`src/rtl/rf_wb_arbiter.sv`:
```
// Register-file write-port arbiter between pipeline writeback and MDU results.
// Tracks pending MDU destinations and forces MDU retirement after STARVE_MAX lost cycles.
module rf_wb_arbiter #(
  parameter int BUF_DEPTH  = 2,
  parameter int MAX_OUT    = 4,
  parameter int STARVE_MAX = 3
) (
  input  logic        clk,
  input  logic        rst_n,
  input  logic        en,
  input  logic        wb_valid,
  input  logic [4:0]  wb_reg,
  input  logic [31:0] wb_data,
  output logic        wb_stall,
  input  logic        iss_valid,
  input  logic [4:0]  iss_reg,
  output logic        iss_ready,
  input  logic        mdu_valid,
  input  logic [4:0]  mdu_reg,
  input  logic [31:0] mdu_data,
  output logic        mdu_ready,
  input  logic [4:0]  rd_a,
  input  logic [4:0]  rd_b,
  output logic        hazard,
  output logic        rf_w_en,
  output logic [4:0]  rf_req_w,
  output logic [31:0] rf_data_w
);
  localparam int PW = $clog2(BUF_DEPTH);
  localparam int CW = $clog2(MAX_OUT + 1);
  localparam int SW = $clog2(STARVE_MAX + 1);
  localparam logic [CW-1:0] MAX_OUT_C    = CW'(MAX_OUT);
  localparam logic [SW-1:0] STARVE_MAX_C = SW'(STARVE_MAX);
  localparam logic [PW:0]   PTR_ONE_C    = {{PW{1'b0}}, 1'b1};
  localparam logic [CW-1:0] CNT_ONE_C    = {{(CW-1){1'b0}}, 1'b1};
  localparam logic [SW-1:0] STV_ONE_C    = {{(SW-1){1'b0}}, 1'b1};

  logic [4:0]    fifo_reg_r  [BUF_DEPTH];
  logic [31:0]   fifo_data_r [BUF_DEPTH];
  logic [PW:0]   wr_ptr_r, rd_ptr_r;
  logic [31:0]   busy_r, busy_nxt_s, clr_mask_s, set_mask_s;
  logic [CW-1:0] out_cnt_r;
  logic [SW-1:0] starve_r, starve_nxt_s;
  logic          active_s, empty_s, full_s;
  logic [4:0]    head_reg_s;
  logic [31:0]   head_data_s;
  logic          iss_ready_s, mdu_ready_s, wb_stall_s, force_mdu_s;
  logic          grant_wb_s, grant_mdu_s, iss_fire_s, mdu_fire_s;
  logic          rf_w_en_s;
  logic [4:0]    rf_req_w_s;
  logic [31:0]   rf_data_w_s;

  assign active_s    = rst_n & en;
  assign empty_s     = (wr_ptr_r == rd_ptr_r);
  assign full_s      = (wr_ptr_r[PW] != rd_ptr_r[PW]) && (wr_ptr_r[PW-1:0] == rd_ptr_r[PW-1:0]);
  assign head_reg_s  = fifo_reg_r[rd_ptr_r[PW-1:0]];
  assign head_data_s = fifo_data_r[rd_ptr_r[PW-1:0]];
  assign iss_fire_s  = iss_valid & iss_ready_s;
  assign mdu_fire_s  = mdu_valid & mdu_ready_s;

  // Handshake readiness and write-port grant; starvation overrides writeback
  always_comb begin
    iss_ready_s = 1'b0;
    mdu_ready_s = 1'b0;
    wb_stall_s  = 1'b1;
    force_mdu_s = 1'b0;
    grant_wb_s  = 1'b0;
    grant_mdu_s = 1'b0;
    if (active_s) begin
      iss_ready_s = ((iss_reg == 5'd0) || !busy_r[iss_reg]) && (out_cnt_r < MAX_OUT_C);
      mdu_ready_s = !full_s;
      force_mdu_s = (starve_r == STARVE_MAX_C) && !empty_s;
      wb_stall_s  = force_mdu_s;
      if (force_mdu_s) begin
        grant_mdu_s = 1'b1;
      end else if (wb_valid) begin
        grant_wb_s = 1'b1;
      end else if (!empty_s) begin
        grant_mdu_s = 1'b1;
      end else begin
        grant_mdu_s = 1'b0;
      end
    end else begin
      wb_stall_s = 1'b1;
    end
  end

  // Write-port mux; writes to r0 are suppressed
  always_comb begin
    rf_req_w_s  = 5'd0;
    rf_data_w_s = 32'd0;
    if (grant_mdu_s) begin
      rf_req_w_s  = head_reg_s;
      rf_data_w_s = head_data_s;
    end else if (grant_wb_s) begin
      rf_req_w_s  = wb_reg;
      rf_data_w_s = wb_data;
    end else begin
      rf_req_w_s  = 5'd0;
      rf_data_w_s = 32'd0;
    end
    rf_w_en_s = (grant_mdu_s | grant_wb_s) & (rf_req_w_s != 5'd0);
  end

  // Scoreboard and starvation next-state
  always_comb begin
    clr_mask_s = grant_mdu_s ? (32'd1 << head_reg_s) : 32'd0;
    set_mask_s = iss_fire_s ? (32'd1 << iss_reg) : 32'd0;
    busy_nxt_s = ((busy_r & ~clr_mask_s) | set_mask_s) & ~32'd1;
    if (empty_s || grant_mdu_s) begin
      starve_nxt_s = '0;
    end else if (starve_r == STARVE_MAX_C) begin
      starve_nxt_s = starve_r;
    end else begin
      starve_nxt_s = starve_r + STV_ONE_C;
    end
  end

  // Control state: pointers, scoreboard, outstanding count, starvation counter
  always_ff @(posedge clk) begin
    if (!rst_n) begin
      wr_ptr_r  <= '0;
      rd_ptr_r  <= '0;
      busy_r    <= 32'd0;
      out_cnt_r <= '0;
      starve_r  <= '0;
    end else if (en) begin
      if (mdu_fire_s) wr_ptr_r <= wr_ptr_r + PTR_ONE_C;
      if (grant_mdu_s) rd_ptr_r <= rd_ptr_r + PTR_ONE_C;
      busy_r   <= busy_nxt_s;
      starve_r <= starve_nxt_s;
      case ({iss_fire_s, grant_mdu_s})
        2'b10:   out_cnt_r <= out_cnt_r + CNT_ONE_C;
        2'b01:   out_cnt_r <= out_cnt_r - CNT_ONE_C;
        default: out_cnt_r <= out_cnt_r;
      endcase
    end
  end

  // Result storage; contents are meaningless outside the pointer window
  always_ff @(posedge clk) begin
    if (mdu_fire_s) begin
      fifo_reg_r[wr_ptr_r[PW-1:0]]  <= mdu_reg;
      fifo_data_r[wr_ptr_r[PW-1:0]] <= mdu_data;
    end
  end

  assign iss_ready = iss_ready_s;
  assign mdu_ready = mdu_ready_s;
  assign wb_stall  = wb_stall_s;
  assign hazard    = ((rd_a != 5'd0) && busy_r[rd_a]) || ((rd_b != 5'd0) && busy_r[rd_b]);
  assign rf_w_en   = rf_w_en_s;
  assign rf_req_w  = rf_req_w_s;
  assign rf_data_w = rf_data_w_s;
endmodule

```
`config.mk`:
```
export PLATFORM = sky130hd
export DESIGN_NAME = rf_wb_arbiter
export DESIGN_NICKNAME = d
export VERILOG_FILES = /design/src/rtl/rf_wb_arbiter.sv
export SDC_FILE = /design/constraint.sdc
export NUM_CORES = 1
export LEC_CHECK = 0
export ABC_AREA = 1
export BUFFER_PORTS_ARGS = -buffer_cell sky130_fd_sc_hd__buf_4
export CAP_MARGIN = 20
export CORE_MARGIN = 5
export CORE_UTILIZATION = 44
export CTS_CLUSTER_DIAMETER = 80
export DETAILED_ROUTE_END_ITERATION = 10
export PLACE_DENSITY = 0.71
export SLEW_MARGIN = 40
export SYNTH_ARGS = -nofsm -noshare
export SYNTH_HDL_FRONTEND = slang
export SYNTH_SLANG_ARGS = --single-unit
```
`constraint.sdc`:
```
create_clock -name clk -period 3.9 [get_ports clk]
set_clock_uncertainty 0.1 [all_clocks]
set_input_delay 0.585 -clock clk [delete_from_list [all_inputs] [get_ports clk]]
set_output_delay 0.585 -clock clk [all_outputs]
set_load 0.01 [all_outputs]
```
# Yosys cells after proc, flatten, opt, wreduce, memory -nomap -nowiden
# Memory sizes are Yosys's and may differ from the RTL's. A register that Yosys moved wholly into a read port is not among the register bits.
# Index checks and enable logic that the tools add are counted.
# classes
addsub,5
muxes,31
shifts,2
n_reduce_logical,20
eq_ne,7
bitwise,8
n_lt_le_gt_ge,4
# ops
operator,count
$mux W32,4
$shl A1 B5 Y32 const A,2
$and A32 B32 Y32,1
$not A32 Y32,1
$or A32 B32 Y32,1
$mux W1,19
$lt A5 B6 Y1 const B,3
$bmux W1 S5,3
$reduce_bool A5 Y1,3
$mux W5,2
$reduce_and A2 Y1,4
$add A2 B1 Y2 const B,3
$pmux W3 S2,1
$logic_and A1 B1 Y1,5
$logic_not A5 Y1,1
$and A1 B1 Y1,4
$eq A2 B2 Y1 const B,2
$mux W2,2
$add A3 B1 Y3 const B,1
$logic_not A1 Y1,3
$logic_or A1 B1 Y1,3
$lt A3 B3 Y1 const B,1
$sub A3 B1 Y3 const B,1
$eq A2 B1 Y1 const B,1
other kinds (6),6
# word_totals
input_bits,95
output_inout_bits,42
ramBits,74
wordCells,84
register_bits,40
n_memories,2
# memory_table
memory,depth,word_bits,rd,rd_clocked_by_memory_dff,write_ports,line_no,text
fifo_data_r,2,32,1,1,1,39,logic [31:0] fifo_data_r [BUF_DEPTH];
fifo_reg_r,2,5,1,1,1,38,logic [4:0] fifo_reg_r [BUF_DEPTH];

# Depth between registers and ports, before layout
# depth
word_depth,10
ltp_mapped,17
ltp_nobuf,17

# Least setup slack after synthesis
# OpenSTA, ideal clock, no wires.
# synth_path
path_type,in2reg
from,input rst_n
to,"memory fifo_data_r[1][0], enable pin"
setup_slack_ps,503
n_path_buf,1
arrival_time_ps,2861
setup_time_ps,436
required_time_ps,3364
stages,5
path_cell_list,buf_2 -> nand2_1 -> a21oi_1 -> nand2_1 -> nor2_1
# synth_between
elab_chain_cells,5
# synth_rtl
item,line_no,text
start: declaration,9,"input logic rst_n,"
$and A1 B1 Y1,53,assign active_s = rst_n & en;
$mux W1,69,if (active_s) begin
via mdu_ready,21,"output logic mdu_ready,"
$and A1 B1 Y1,59,assign mdu_fire_s = mdu_valid & mdu_ready_s;
$mux W1,142,if (mdu_fire_s) begin
$mux W1 (implied by the code),144,fifo_data_r[wr_ptr_r[PW-1:0]] <= mdu_data;
end: declaration,39,
# The timed path passes the listed nets, and every way through them passes these cells.

==> out/results.tsv <==
metric	value	unit
synth_edf_count	74	
num_io_pins	137	
yosys_register_bits	115	
antenna_found_initial	0	
reg2reg_to	out_cnt_r[2]$_SDFFE_PN0P_	
synth_async_sr_flop_share	0	%
rsz0062_at_grt	no	
first_pass_iters	6	
synth.top_cell.area_share	36.02	%
ant_nets	0	
synthTopCellsByCount	158 x nand2_1, 131 x o21ai_0, 81 x inv_1	
path_common_cell	buf_4	
start_kind	register	
fp.dieH	128.4	um
dp_hpwl	12270	um
grt_max_degree	38	
numCtsBuffers	17	
hold_violations	0	
crit_type	reg2out	
syn_inst	782	
cp_max_fo	25	
dieArea	16490	sq um
fp.dieW	128.4	um
grt_overflow	0	
port_buffers	136	
crit_chain	buf_4 > o21a_1 > inv_1 > o21ai_0 > nor3_1 > nand2_1 > buf_4	
tritoncts	yes	
tightest_slew	0.5801	ns
root_buffer	clkbuf_16	
insertion_delay	0.41	ns
cts_sinks	115	
syn2layout_area_growth	27.30	%
status	complete, no violations	
worstPathRequired	3.21	ns
grt_usage	20.96	%
htreeDepth	4	
yosysSeqAreaShare	49.33	%
cts_resized	0	
setup_viol	0	
drt-initial-drc-count	435	
r2r-start	busy_r[16]$_SDFFE_PN0P_	
ir_drop	228.6	uV
ys_warn_count	0	
slew_violations	0	
synthesis.nets	880	
ys.flop_type	edfxtp_1	
end_kind	primary output	
clk_pin_slew	0.06	ns
ys_top_cells_by_area	edfxtp_1 36%, dfxtp_1 13%, o21ai_0 11%	
relSlewSlack	61.27	%
hold_path_startpoint	mdu_data[24]	
syn_area_per_cell	7.888	sq um
rows	43	
grt_pass1_vias	5268	
hold_buffers	0	
synth_area	6168	sq um
setup_tns	0	ns
vias	5804	
cellPowerDensity	402.6	nW/um^2
final_nets	1000	
cts_max_path_buffers	2	
avgRoutedWirePerCell	15.53	um
fmax	336.4	MHz
routed_wl	17010	um
synth_largest_area_cell	edfxtp_1	
gp_congestion	0.9384	
holdPathEnd	fifo_data_r[0][24]$_DFFE_PP_	
critPathMaxStageDelay	0.55	ns
drive_gt1_share	20.66	%
yosysUniqueCellTypes	36	
critPathSlowestCell	dfxtp_2	
period_minus_slack	2.972	ns
fp.coreArea	13830	sq um
max_cap_violations	0	
antennaDiodeCount	0	
holdCritPathClass	in2reg	
grt_pass1_wl	26950	um
post_cts_buffers	0	
start_util	44.61	%
place_inst	1063	
reg2reg_slack	1.40	ns
min_path_cells	1	
path_buf_inv	3	
arrival	2.29	ns
final_cells	1095	
via_per_inst	5.300	
critPathTopFamily	compound AO/OA/AOI/OAI gates	
leakagePower	3.105	nW
synth_most_common_cell	nand2_1	
rr_worst_depth	16	
fin_crit_sh	76.21	%
route.detailed.drc	0	
[metrics by stage]
step / instance area, sq um / setup WS [ns] / utilization, % / total power, mW / hold WS, ns
after floorplan: 6168 / 0.5030 / - / 1.502 / 0.3440
after global placement: 7259 / 0.9285 / 52.50 / 1.641 / 0.3607
after detailed placement: 7259 / 0.9119 / 52.50 / 1.643 / 0.3615
after CTS: 7853 / 0.8988 / 56.79 / 3.179 / 0.2422
after global routing: 7853 / 0.7457 / 56.79 / 3.281 / 0.2345
final: 7853 / 0.9277 / 56.79 / 3.161 / 0.2531
[per-layer routing]
metal  GRT usage (%)  wire length (um)  up-vias
met5               0                 0        -
met4           10.74               710        0
met3           6.268              1321       64
met2           32.39              7839      221
met1           26.71              7138     2610
li1                -                 -     2909
[cells in the final DEF, fill, tap and decap left out, types with 2 or more instances in the layout]
master      instances
nand2_1           158
buf_4             146
o21ai_0           131
inv_1              80
edfxtp_1           74
nor2_1             64
a21oi_1            62
nand3_1            45
dfxtp_1            40
nand4_1            33
clkbuf_16          17
o211ai_1            8
o21ai_1             7
inv_2               4
clkinv_1            4
clkinvlp_4          4
o21a_1              3
nand2_2             3
bufinv_16           3
xnor2_1             2
nor2_4              2
nor3_1              2
ha_1                2
clkbuf_1            2
clkinv_2            2
clkinv_4            2
[report_power, final]
| part | total, mW | switching (mW) | leakage, nW | internal (mW) |
|---|---|---|---|---|
| clock | 1.54 | 0.541 | 0.277 | 1.00 |
| combinational | 0.294 | 0.168 | 1.82 | 0.127 |
| sequential | 1.33 | 0.00771 | 1.00 | 1.32 |
[cells by family after synthesis]
kind of cell / Yosys count / share of synthesized area (%)
and+or+nand+nor: 313 / 21.74
adders and majority gates: 3 / 0.7302
DFF: 115 / 49.33
AOI/OAI and AO/OA: 216 / 18.46
muxes: 1 / 0.1623
buffers and inverters: 132 / 9.290
xor gates and xnor gates: 2 / 0.2840
[worst reg2reg max path, cell delays in order, from the launching register on]
cell,delay (ns)
dfxtp_1,0.49
inv_1,0.07
nor2_1,0.11
nor2_1,0.05
nand3_1,0.07
nand3_1,0.07
nand2_1,0.10
nand2_2,0.06
and2_1,0.16
nand2_1,0.06
ha_1,0.14
inv_1,0.06
fa_1,0.37
a21oi_1,0.14
o21ai_0,0.11
o21ai_0,0.17
a21oi_1,0.05
[flip-flops by register name (all words and copies together), names as in the netlist, named ones only]
signal,count
fifo_data_r,64
busy_r,31
fifo_reg_r,10
out_cnt_r,3
rd_ptr_r,2
starve_r,2
wr_ptr_r,2
[how the worst max path moves through the flow]
| stage | end | cells after the start | slack, ns |
|---|---|---|---|
| 2_1_floorplan | fifo_data_r[1][0]$_DFFE_PP_ | 5 | 0.50 |
| 3_3_place_gp | out_cnt_r[2]$_SDFFE_PN0P_ | 17 | 0.93 |
| 3_5_place_dp | out_cnt_r[2]$_SDFFE_PN0P_ | 17 | 0.91 |
| 4_1_cts | rf_w_en | 9 | 0.90 |
| 5_1_grt | rf_w_en | 7 | 0.75 |
| 6_report | rf_w_en | 7 | 0.93 |
[area by class of cell]
cell class                      count  area, sq um
Fill cell                        1265         5974
Sequential cell                   115         3044
Multi-Input combinational cell    535         2567
Timing Repair Buffer              146         1096
Clock buffer                       19        432.9
Inverter                           87        326.6
Tap cell                          180        225.2
Clock inverter                     13        160.2
Note: power is estimated with default switching activity, not from simulation.
